`src/rtl/seqgen_pkg.sv`:
```
// rtl/seqgen_pkg.sv - shared types and constants for the serial pattern generator
package seqgen_pkg;

  typedef enum logic [1:0] {
    IDLE,
    SHIFT,
    GAP,
    FIN
  } state_t;

  localparam logic [3:0] DEFAULT_PATTERN = 4'b1101;
  localparam int         DEFAULT_GAP_CYC = 2;

endpackage

```
`src/rtl/seqgen_piso.sv`:
```
// rtl/seqgen_piso.sv - parallel-in/serial-out shift register, MSB first
module seqgen_piso #(
  parameter int W = 4
) (
  input  logic         clk_i,
  input  logic         rst_i,
  input  logic         load_i,
  input  logic         shift_i,
  input  logic         clear_i,
  input  logic [W-1:0] din_i,
  output logic         sout_o
);

  logic [W-1:0] sr_q, sr_d;

  // Zeros are shifted in, so the register drains to 0 after the last bit.
  always_comb begin
    sr_d = sr_q;
    if (clear_i) begin
      sr_d = '0;
    end else if (load_i) begin
      sr_d = din_i;
    end else if (shift_i) begin
      sr_d = {sr_q[W-2:0], 1'b0};
    end
  end

  always_ff @(posedge clk_i or posedge rst_i) begin
    if (rst_i) begin
      sr_q <= '0;
    end else begin
      sr_q <= sr_d;
    end
  end

  assign sout_o = sr_q[W-1];

endmodule

```
`src/rtl/seq_pattern_gen.sv`:
```
// rtl/seq_pattern_gen.sv - repeating bit-serial pattern transmitter
// SEQGEN_GAP_EN inserts GAP_CYC idle cycles between repetitions.
module seq_pattern_gen
  import seqgen_pkg::*;
#(
  parameter int PAT_W   = 4,
  parameter int CNT_W   = 4,
  parameter int GAP_CYC = DEFAULT_GAP_CYC
) (
  input  logic             clk,
  input  logic             reset,
  input  logic             start,
  input  logic             abort,
  input  logic [PAT_W-1:0] pattern,
  input  logic [CNT_W-1:0] repeat_cnt,
  output logic             A,
  output logic             bit_valid,
  output logic             busy,
  output logic             done
);

  localparam int               BIT_W   = $clog2(PAT_W);
  localparam logic [BIT_W-1:0] BIT_MAX = BIT_W'(PAT_W - 1);

  state_t             state_q, state_d;
  logic [PAT_W-1:0]   pat_q, pat_d;
  logic [CNT_W-1:0]   rep_q, rep_d;
  logic [BIT_W-1:0]   bit_q, bit_d;
  logic               fin_wait_q, fin_wait_d;
  logic               bv_q, bv_d, busy_q, busy_d, done_q, done_d;
  logic               piso_load, piso_shift, piso_clear;
  logic [PAT_W-1:0]   load_data;

`ifdef SEQGEN_GAP_EN
  localparam int               GAP_W    = $clog2(GAP_CYC + 1);
  localparam logic [GAP_W-1:0] GAP_LAST = GAP_W'(GAP_CYC - 1);
  logic [GAP_W-1:0] gap_q, gap_d;
`else
  logic unused_gap_cyc;
  assign unused_gap_cyc = ^GAP_CYC;
`endif

  always_comb begin
    state_d    = state_q;
    pat_d      = pat_q;
    rep_d      = rep_q;
    bit_d      = bit_q;
    fin_wait_d = 1'b0;
    piso_load  = 1'b0;
    piso_shift = 1'b0;
    piso_clear = 1'b0;
    load_data  = pat_q;
`ifdef SEQGEN_GAP_EN
    gap_d      = gap_q;
`endif
    case (state_q)
      IDLE: begin
        if (start) begin
          pat_d = pattern;
          rep_d = repeat_cnt;
          if (repeat_cnt != '0) begin
            state_d   = SHIFT;
            bit_d     = BIT_MAX;
            piso_load = 1'b1;
            load_data = pattern;
          end else begin
            // Empty request: one busy cycle in FIN before the done pulse.
            state_d    = FIN;
            fin_wait_d = 1'b1;
          end
        end
      end
      SHIFT: begin
        if (abort) begin
          state_d    = IDLE;
          piso_clear = 1'b1;
          bit_d      = '0;
          rep_d      = '0;
        end else if (bit_q == '0) begin
          if (rep_q == CNT_W'(1)) begin
            state_d    = FIN;
            piso_shift = 1'b1;
            rep_d      = '0;
          end else begin
            rep_d = rep_q - CNT_W'(1);
`ifdef SEQGEN_GAP_EN
            state_d    = GAP;
            gap_d      = GAP_LAST;
            piso_clear = 1'b1;
`else
            bit_d     = BIT_MAX;
            piso_load = 1'b1;
`endif
          end
        end else begin
          bit_d      = bit_q - BIT_W'(1);
          piso_shift = 1'b1;
        end
      end
      GAP: begin
`ifdef SEQGEN_GAP_EN
        if (abort) begin
          state_d    = IDLE;
          piso_clear = 1'b1;
          rep_d      = '0;
          gap_d      = '0;
        end else if (gap_q == '0) begin
          state_d   = SHIFT;
          bit_d     = BIT_MAX;
          piso_load = 1'b1;
        end else begin
          gap_d = gap_q - GAP_W'(1);
        end
`else
        state_d = IDLE;
`endif
      end
      FIN: begin
        state_d = fin_wait_q ? FIN : IDLE;
      end
      default: state_d = IDLE;
    endcase

    bv_d   = (state_d == SHIFT);
    busy_d = (state_d == SHIFT) || (state_d == GAP) || fin_wait_d;
    done_d = (state_d == FIN) && !fin_wait_d;
  end

  always_ff @(posedge clk or posedge reset) begin
    if (reset) begin
      state_q    <= IDLE;
      pat_q      <= '0;
      rep_q      <= '0;
      bit_q      <= '0;
      fin_wait_q <= 1'b0;
      bv_q       <= 1'b0;
      busy_q     <= 1'b0;
      done_q     <= 1'b0;
    end else begin
      state_q    <= state_d;
      pat_q      <= pat_d;
      rep_q      <= rep_d;
      bit_q      <= bit_d;
      fin_wait_q <= fin_wait_d;
      bv_q       <= bv_d;
      busy_q     <= busy_d;
      done_q     <= done_d;
    end
  end

`ifdef SEQGEN_GAP_EN
  always_ff @(posedge clk or posedge reset) begin
    if (reset) begin
      gap_q <= '0;
    end else begin
      gap_q <= gap_d;
    end
  end
`endif

  seqgen_piso #(.W(PAT_W)) u_piso (
    .clk_i   (clk),
    .rst_i   (reset),
    .load_i  (piso_load),
    .shift_i (piso_shift),
    .clear_i (piso_clear),
    .din_i   (load_data),
    .sout_o  (A)
  );

  assign bit_valid = bv_q;
  assign busy      = busy_q;
  assign done      = done_q;

endmodule

```
`config.mk`:
```
export PLATFORM = sky130hd
export DESIGN_NAME = seq_pattern_gen
export DESIGN_NICKNAME = d
export VERILOG_FILES = /design/src/rtl/seqgen_pkg.sv /design/src/rtl/seqgen_piso.sv /design/src/rtl/seq_pattern_gen.sv
export SDC_FILE = /design/constraint.sdc
export NUM_CORES = 1
export LEC_CHECK = 0
export CORE_MARGIN = 1.5
export CORE_UTILIZATION = 50
export CTS_CLUSTER_DIAMETER = 30
export DETAILED_ROUTE_END_ITERATION = 10
export GPL_ROUTABILITY_DRIVEN = 0
export PLACE_DENSITY_LB_ADDON = 0.2
export SYNTH_ARGS = -nofsm -noshare
export SYNTH_HDL_FRONTEND = slang
export SYNTH_SLANG_ARGS = --single-unit
```
`constraint.sdc`:
```
create_clock -name clk -period 4 [get_ports clk]
set_input_delay 1.2 -clock clk [delete_from_list [all_inputs] [get_ports clk]]
set_output_delay 1.2 -clock clk [all_outputs]
set_load 0.1 [all_outputs]
```
* Yosys cells after proc, flatten, opt, wreduce, memory -nomap -nowiden *
Index checks and enable logic that the tools add are counted.

storage, ports and cells
  flip-flop bits (word level) = 20
  output and inout bits = 4
  input bits = 12

cells by class
  equal/unequal tests = 11
  mux-type cells = 39
  $add $sub $neg = 2
  reductions and logical operators = 12

operator list
  operator                                                            number
  4-bit 2-to-1 mux                                                    10
  2-bit 2-to-1 mux                                                    11
  1-bit 2-to-1 mux                                                    14
  2-bit == test, second input constant                                4
  2-bit case mux with 4 select lines                                  1
  4-bit case mux with 2 select lines                                  1
  2-bit by 1-bit == test with 1-bit output, second input constant     2
  4-bit by 1-bit == test with 1-bit output, second input constant     1
  2-bit logical NOT                                                   2
  2-bit != test, second input constant                                2
  4-bit != test, second input constant                                1
  2-bit case mux with 2 select lines                                  1
  4-bit AND reduction                                                 1
  4-bit nonzero test                                                  1
  4-bit by 1-bit subtractor with 4-bit output, second input constant  1
  3-bit != test, second input constant                                1
  3-bit AND reduction                                                 1
  3-bit nonzero test                                                  1
  1-bit logical OR                                                    2
  1-bit case mux with 2 select lines                                  1
  2-bit AND reduction                                                 1
  2-bit nonzero test                                                  1
  2-bit by 1-bit subtractor with 2-bit output, second input constant  1
  1-bit logical AND                                                   1
  1-bit logical NOT                                                   1

* Longest topological paths before layout *
Gate-level depths: netlist (run 1).

  depth in word-level cells = 8
  mapped depth = 7

* Modules after synthesis *
From an unflattened synthesis (run 1), not the netlist that was laid out.

unflattened totals
  cell total of the unflattened synthesis = 101
  area total of the unflattened synthesis = 1089.8 µm²

modules (own cells, without submodules)
  module           cells each  instances  area an instance (µm²)  sequential area each (µm²)
  seq_pattern_gen  83          1          893.4                   400.4
  seqgen_piso      18          1          196.4                   100.1

* Least setup slack after synthesis (run 1) *
Ideal clock, no wire load.

  path kind = input to register
  start point = input start
  end point = register busy_q (netlist: busy)
  path buffers = 0
  path slack = 1.674 ns
  stages on the path = 5
  library setup time = 0.121 ns
  data arrival time = 2.205 ns
  path through = nor3b_2 > nand2_1 > nand3_1 > ha_1 > nand2b_1

between the ends
  longest elaborated chain between the ends = 5
  elaborated cells between the ends (all ways) = 8
  those cells by class = eq/ne (2); mux (4); reduce/logical (2)

ends and longest elaborated chain
  what                                                                       line                    source
  start: declaration                                                         seq_pattern_gen.sv:12   input logic start,
  2-bit 2-to-1 mux *                                                         seq_pattern_gen.sv:58   if (start) begin
  2-bit case mux with 4 select lines *                                       seq_pattern_gen.sv:56   case (state_q)
  named net state_d[1]                                                       seq_pattern_gen.sv:25   state_t state_q, state_d;
  2-bit by 1-bit == test with 1-bit output or 2-bit == test (tied branches)  seq_pattern_gen.sv:125  busy_d = (state_d == SHIFT) || (state_d == GAP) || fin_wait_d;
  1-bit logical OR * (2 in a row)                                            seq_pattern_gen.sv:125
  named net busy_d                                                           seq_pattern_gen.sv:30   logic bv_q, bv_d, busy_q, busy_d, done_q, done_d;
  end signal: assignment                                                     seq_pattern_gen.sv:146  busy_q <= busy_d;
  end: declaration                                                           seq_pattern_gen.sv:30

The timed path passes the listed nets; every way through them passes the cells marked *.
A chain may end at the register's enable or synchronous reset.

* Worst setup path after layout (run 1) *
  start point = register u_piso.sr_q[3]
  end point = output A

RTL lines
  what                      line                   source
  start: declaration        seqgen_piso.sv:14      logic [W-1:0] sr_q, sr_d;
  start signal: assignment  seqgen_piso.sv:32      sr_q <= sr_d;
  end: declaration          seq_pattern_gen.sv:16  output logic A,

No word-level cell between the ends.

==> reports/metrics.cfg, run 1 <==
[layout]
nNetsFinal=135
drive_gt1_share_pct=16.24
num_antenna_cells=0
syn2layout_area_growth_pct=20.35
postLayoutCellArea_um2=1310
final_util_pct=65.44

[global_route]
grt_max_degree=21
grt_pass1_wl_mm=3.532
antenna_found_initial=0
grt_pass1_vias=837
grt-ovfl-total=0
grtUsageTotal_pct=18.58

[critical_path]
crit_chain=clkdlybuf4s50_1
critical_path_arrival_ns=1.80
path_delay_family=buffers and inverters
critPathMaxStageDelay_ns=1.13
path_buf_inv=1
cp.required_ns=2.80
path_class=reg2out
cp_max_fo=2
cp_slowest_cell=clkdlybuf4s50_1
startpoint_type=flip-flop
critical_path.endpoint_type=primary output

[timing]
finalCriticalPeriod_ns=3.000
fmax_mhz=333.3
max_slew_margin_pct=34.64
skew_ns=0.01593
final_max_slew_viol_count=0
rsz0062_at_grt=no
worst_pin_slew_ns=0.9773
setup_tns_ns=0
finalSetupViolCount=0
hold_violations=0
whs_ns=0.5243
finalCritPeriodShare_pct=75.01

[clock_network]
numClockSinks=20
cts_buffers=3
cts_resized=0
cts_max_level=1
clk_pin_slew_ns=0.13
hold_buffers=0
cts_setup_buffers=0
clockBufferDepth=2
cts_tree=done
cts-root-buf=clkbuf_4
clk_latency_ns=0.30

[placement]
dp_hpwl_mm=1.593
place_area_um2=1257
portBuffers=15

[floorplanning]
start_util_pct=54.38
die_w_um=49.66
die_h_um=49.66
core_area_um2=2002
fp.dieArea_um2=2466
ios=16
rows=16

[logic_synthesis]
synth.net_count=117
synth.distinct_cells=37
async_flop_share_pct=100.0
ys.flop_type=dfrtp_1
synthCells=100
synth_edf_count=0
yosysSeqAreaShare_pct=45.98
syn_area_um2=1089
ys_seq_elements=20
synth_area_leaders=dfrtp_1 (46%), ha_1 (5.7%), mux2_2 (4.1%)
yosysTopAreaCellShare_pct=45.98
yosys.area.top_type=dfrtp_1
syn_area_per_cell_um2=10.89
yosysWarnings=0

[run]
cap_violations=0

[detailed_routing]
drt_pass1_iterations=4
drtIter0Drc=21
drc=0
wl_per_cell_um=14.80
routed_via_density=6.035
totalWireLength_mm=2.131
ant_nets=0
vias=869

[power]
p_leak_nw=0.5659
p_total_mw=0.9173
vdd_drop_max_uv=484.1
power_density_nw_per_um2=700.2

[min_path]
holdCritPathClass=reg2reg

[run_status]
outcome=finished clean

## state kept, by name, indices dropped and copies added (netlist names)
| register | count |
|---|---|
| busy | 1 |
| bit_valid | 1 |
| fin_wait_q | 1 |
| rep_q | 4 |
| done | 1 |
| u_piso.sr_q | 4 |
| bit_q | 2 |
| pat_q | 4 |
| state_q | 2 |
## cell type report
cell class | instances | area (µm²)
well taps | 27 | 33.78
repair buffers | 15 | 150.1
flip-flops and latches | 20 | 500.5
clock buffers | 3 | 22.52
fillers | 166 | 691.9
inverters | 11 | 41.29
multi-input cells | 67 | 531.8
clock inverters | 1 | 30.03
## synthesized netlist by cell type, types with 2 or more instances
master,count
nand2_2,2
nand4b_1,3
mux2_2,4
a32o_1,2
nand2_1,3
ha_1,5
nand3_1,4
a21oi_1,5
nor2_1,5
nor3_1,3
a22o_1,2
dfrtp_1,20
nor3b_1,2
nor3b_2,2
inv_1,11
o21ai_1,2
o311ai_0,3
o221a_2,3
## worst paths after layout
path,start,cells after the start,slack (ns),endpoint
worst min register to register,pat_q[0],1,0.52,pat_q[0]
worst max register to register,state_q[0],5,2.19,busy
min in group asynchronous,reset,2,1.30,done
worst max-delay path,u_piso.sr_q[3],1,1.0,A
max in group asynchronous,reset,2,2.21,rep_q[0]
worst min-delay path,pat_q[0],1,0.52,pat_q[0]
## cells by family (layout without fill, tap and decap cells)
group           Yosys count  in the layout  share of synthesized area, %
simple gates             34             34                         21.38
compound gates           24             24                         17.59
flops                    20             20                         45.98
buf+inv                  13             30                         5.172
fa+ha+maj                 5              5                         5.747
mux                       4              4                         4.138
## placed cells by master (no fill, tap or decap), types with 2 or more instances in the layout
master           count
nand4b_1             3
dfrtp_1             20
a22o_1               2
o311ai_0             3
nor3b_1              2
a32o_1               2
nor3b_2              2
clkdlybuf4s50_1     15
o221a_2              3
nand2_1              3
ha_1                 5
a21oi_1              5
o21ai_1              2
mux2_2               4
clkbuf_4             3
nand2_2              2
nor3_1               3
inv_1               11
nor2_1               5
nand3_1              4
## power breakdown
| part | leakage (nW) | internal (mW) | switching, mW |
|---|---|---|---|
| clock | 0.0279 | 0.101 | 0.0630 |
| sequential | 0.245 | 0.277 | 0.0585 |
| combinational | 0.293 | 0.168 | 0.249 |
| total | 0.566 | 0.546 | 0.371 |
## per-layer routing
layer	share of wire, %	global-route usage, %	vias to the layer above
li1	-	-	407
met3	5.3	4.242	4
met1	43	22.88	428
met2	50	32.00	30
met5	0	0	-
met4	1.4	6.019	0
## per-stage QoR
stage	setup slack, ns	cells
floorplan	1.674	100
global placement	0.9461	140
detailed placement	0.9572	140
CTS	0.9854	144
global route	0.9449	144
finish	0.9995	144
(Power assumes the default switching activity.)
==> inputs of run 2 (changes only) <==
--- a/config.mk
+++ b/config.mk
@@ -6,7 +6,7 @@
 export NUM_CORES = 1
 export LEC_CHECK = 0
 export CORE_MARGIN = 1.5
-export CORE_UTILIZATION = 50
+export CORE_UTILIZATION = 47
 export CTS_CLUSTER_DIAMETER = 30
 export DETAILED_ROUTE_END_ITERATION = 10
 export GPL_ROUTABILITY_DRIVEN = 0
==> constraint.sdc (replaced) <==
create_clock -name clk -period 2.7 [get_ports clk]
set_input_delay 0.81 -clock clk [delete_from_list [all_inputs] [get_ports clk]]
set_output_delay 0.81 -clock clk [all_outputs]
set_load 0.1 [all_outputs]
==> reports/metrics.cfg, run 2 (synthesis results as in run 1) <==
[detailed_routing]
vias=828
drt_pass1_iterations=4
drc=0
routed_via_density=5.633
totalWireLength_mm=2.190
drtIter0Drc=27
ant_nets=0
wl_per_cell_um=14.90

[timing]
setup_ws_ns=0.5251
fmax_mhz=459.8
skew_ns=0.002513
final_max_slew_viol_count=0
max_slew_margin_pct=51.73
finalSetupViolCount=0
finalCriticalPeriod_ns=2.175
worst_pin_slew_ns=0.7233
setup_tns_ns=0
rsz0062_at_grt=no
finalCritPeriodShare_pct=80.55
hold_violations=0

[min_path]
holdCritPathClass=reg2reg
holdPathEnd=pat_q[1]
whs_path_depth=1
hp-start=pat_q[1]

[placement]
portBuffers=15
dp_hpwl_mm=1.711
dp_slack_ns=0.2246

[layout]
top_regs=pat_q x4, rep_q x4, u_piso.sr_q x4
mostFrequentLayoutCells=dfrtp_1 (20), inv_1 (11), clkdlybuf4s50_1 (11)
final_common_cell=dfrtp_1
nNetsFinal=137
drive_gt1_share_pct=21.01
num_antenna_cells=0
syn2layout_area_growth_pct=19.43

[clock_network]
clk_latency_ns=0.30
clk_pin_slew_ns=0.10
cts_tree=done
cts_resized=0
clockBufferDepth=2
cts-root-buf=clkbuf_4
numClockSinks=20
cts_setup_buffers=0
cts_buffers=3
cts_max_level=1
hold_buffers=0

[critical_path]
r2r_end=busy
startpoint_type=input port
r2r_slack_ns=0.86
cp_max_fo=5
cp.required_ns=2.89
r2r-start=state_q[1]
path_class=in2reg
rr_worst_depth=6
critical_path_arrival_ns=2.37
critical_path.endpoint_type=flip-flop

[run_status]
outcome=finished clean

[power]
seqPwrFrac_pct=39.2
p_total_mw=1.284
switching_share_pct=42.40
p_int_mw=0.7395
power_frac_comb_pct=47.7
p_sw_mw=0.5443
p_leak_nw=0.5737
vdd_drop_max_uv=616.7
clkPwrFrac_pct=13.1
power_density_nw_per_um2=987.5

[floorplanning]
die_h_um=51.13
core_area_um2=2191
rows=17
die_w_um=51.13
start_util_pct=49.69
fp.dieArea_um2=2614
ios=16

[global_route]
antenna_found_initial=0
grt_pass1_wl_mm=3.967
grtUsageTotal_pct=20.35
grt_max_degree=21
grt_pass1_vias=882
grt-ovfl-total=0

[run]
cap_violations=0

## run 2: cell count changes in the layout (fill, tap and decap cells not counted)
| cell | before | now |
|---|---|---|
| clkdlybuf4s50_1 | 15 | 11 |
| bufinv_16 | 1 | 0 |
| clkbuf_8 | 0 | 1 |
| buf_4 | 0 | 6 |
## run 2: how the worst max path moves through the flow
stage,start,endpoint,slack [ns],cells past startpoint
global placement,repeat_cnt[3],u_piso.sr_q[1],0.23,5
finish,repeat_cnt[3],u_piso.sr_q[3],0.53,5
floorplan,start,busy,0.76,5
detailed placement,repeat_cnt[3],u_piso.sr_q[2],0.22,5
global route,abort,rep_q[2],0.40,5
CTS,repeat_cnt[3],u_piso.sr_q[3],0.54,5
## run 2: critical path: stages
cell,delay [ns]
clkdlybuf4s50_1,0.44
or4_1,0.59
nand2_2,0.16
nand2_2,0.10
o221a_2,0.26
## run 2: final cells by class
class                      count  area [µm²]
fill                         188       890.9
sequential                    20       500.5
clock buffer                   4       36.28
timing repair buffer          17       155.1
multi-input combinational     67       531.8
tap                           28       35.03
inverter                      11       41.29
## run 2: power groups by stage
stage	logic (mW)	registers (mW)	clock network [mW]
after CTS	0.614	0.503	0.175
final	0.612	0.503	0.168
after floorplan	0.359	0.614	0
after detailed placement	0.614	0.505	0
after global placement	0.592	0.502	0
after global routing	0.680	0.521	0.186
## run 2: layer usage
| layer | share of wire (%) | GRT usage (%) | routed length (µm) |
|---|---|---|---|
| met5 | 0 | 0 | 0 |
| met4 | 1.4 | 5.405 | 31 |
| met3 | 3.6 | 5.556 | 78 |
| met2 | 49 | 34.63 | 1082 |
| met1 | 46 | 25.33 | 998 |
## run 2: metrics by stage
| step | utilization, % | instance area [µm²] | cells | hold slack (ns) |
|---|---|---|---|---|
| CTS | 59.34 | 1300 | 147 | 0.5290 |
| floorplan | - | 1089 | 100 | 0.4803 |
| finish | 59.34 | 1300 | 147 | 0.5257 |
| global route | 59.34 | 1300 | 147 | 0.5635 |
| detailed placement | 57.68 | 1264 | 143 | 0.5031 |
| global placement | 57.68 | 1264 | 143 | 0.4934 |
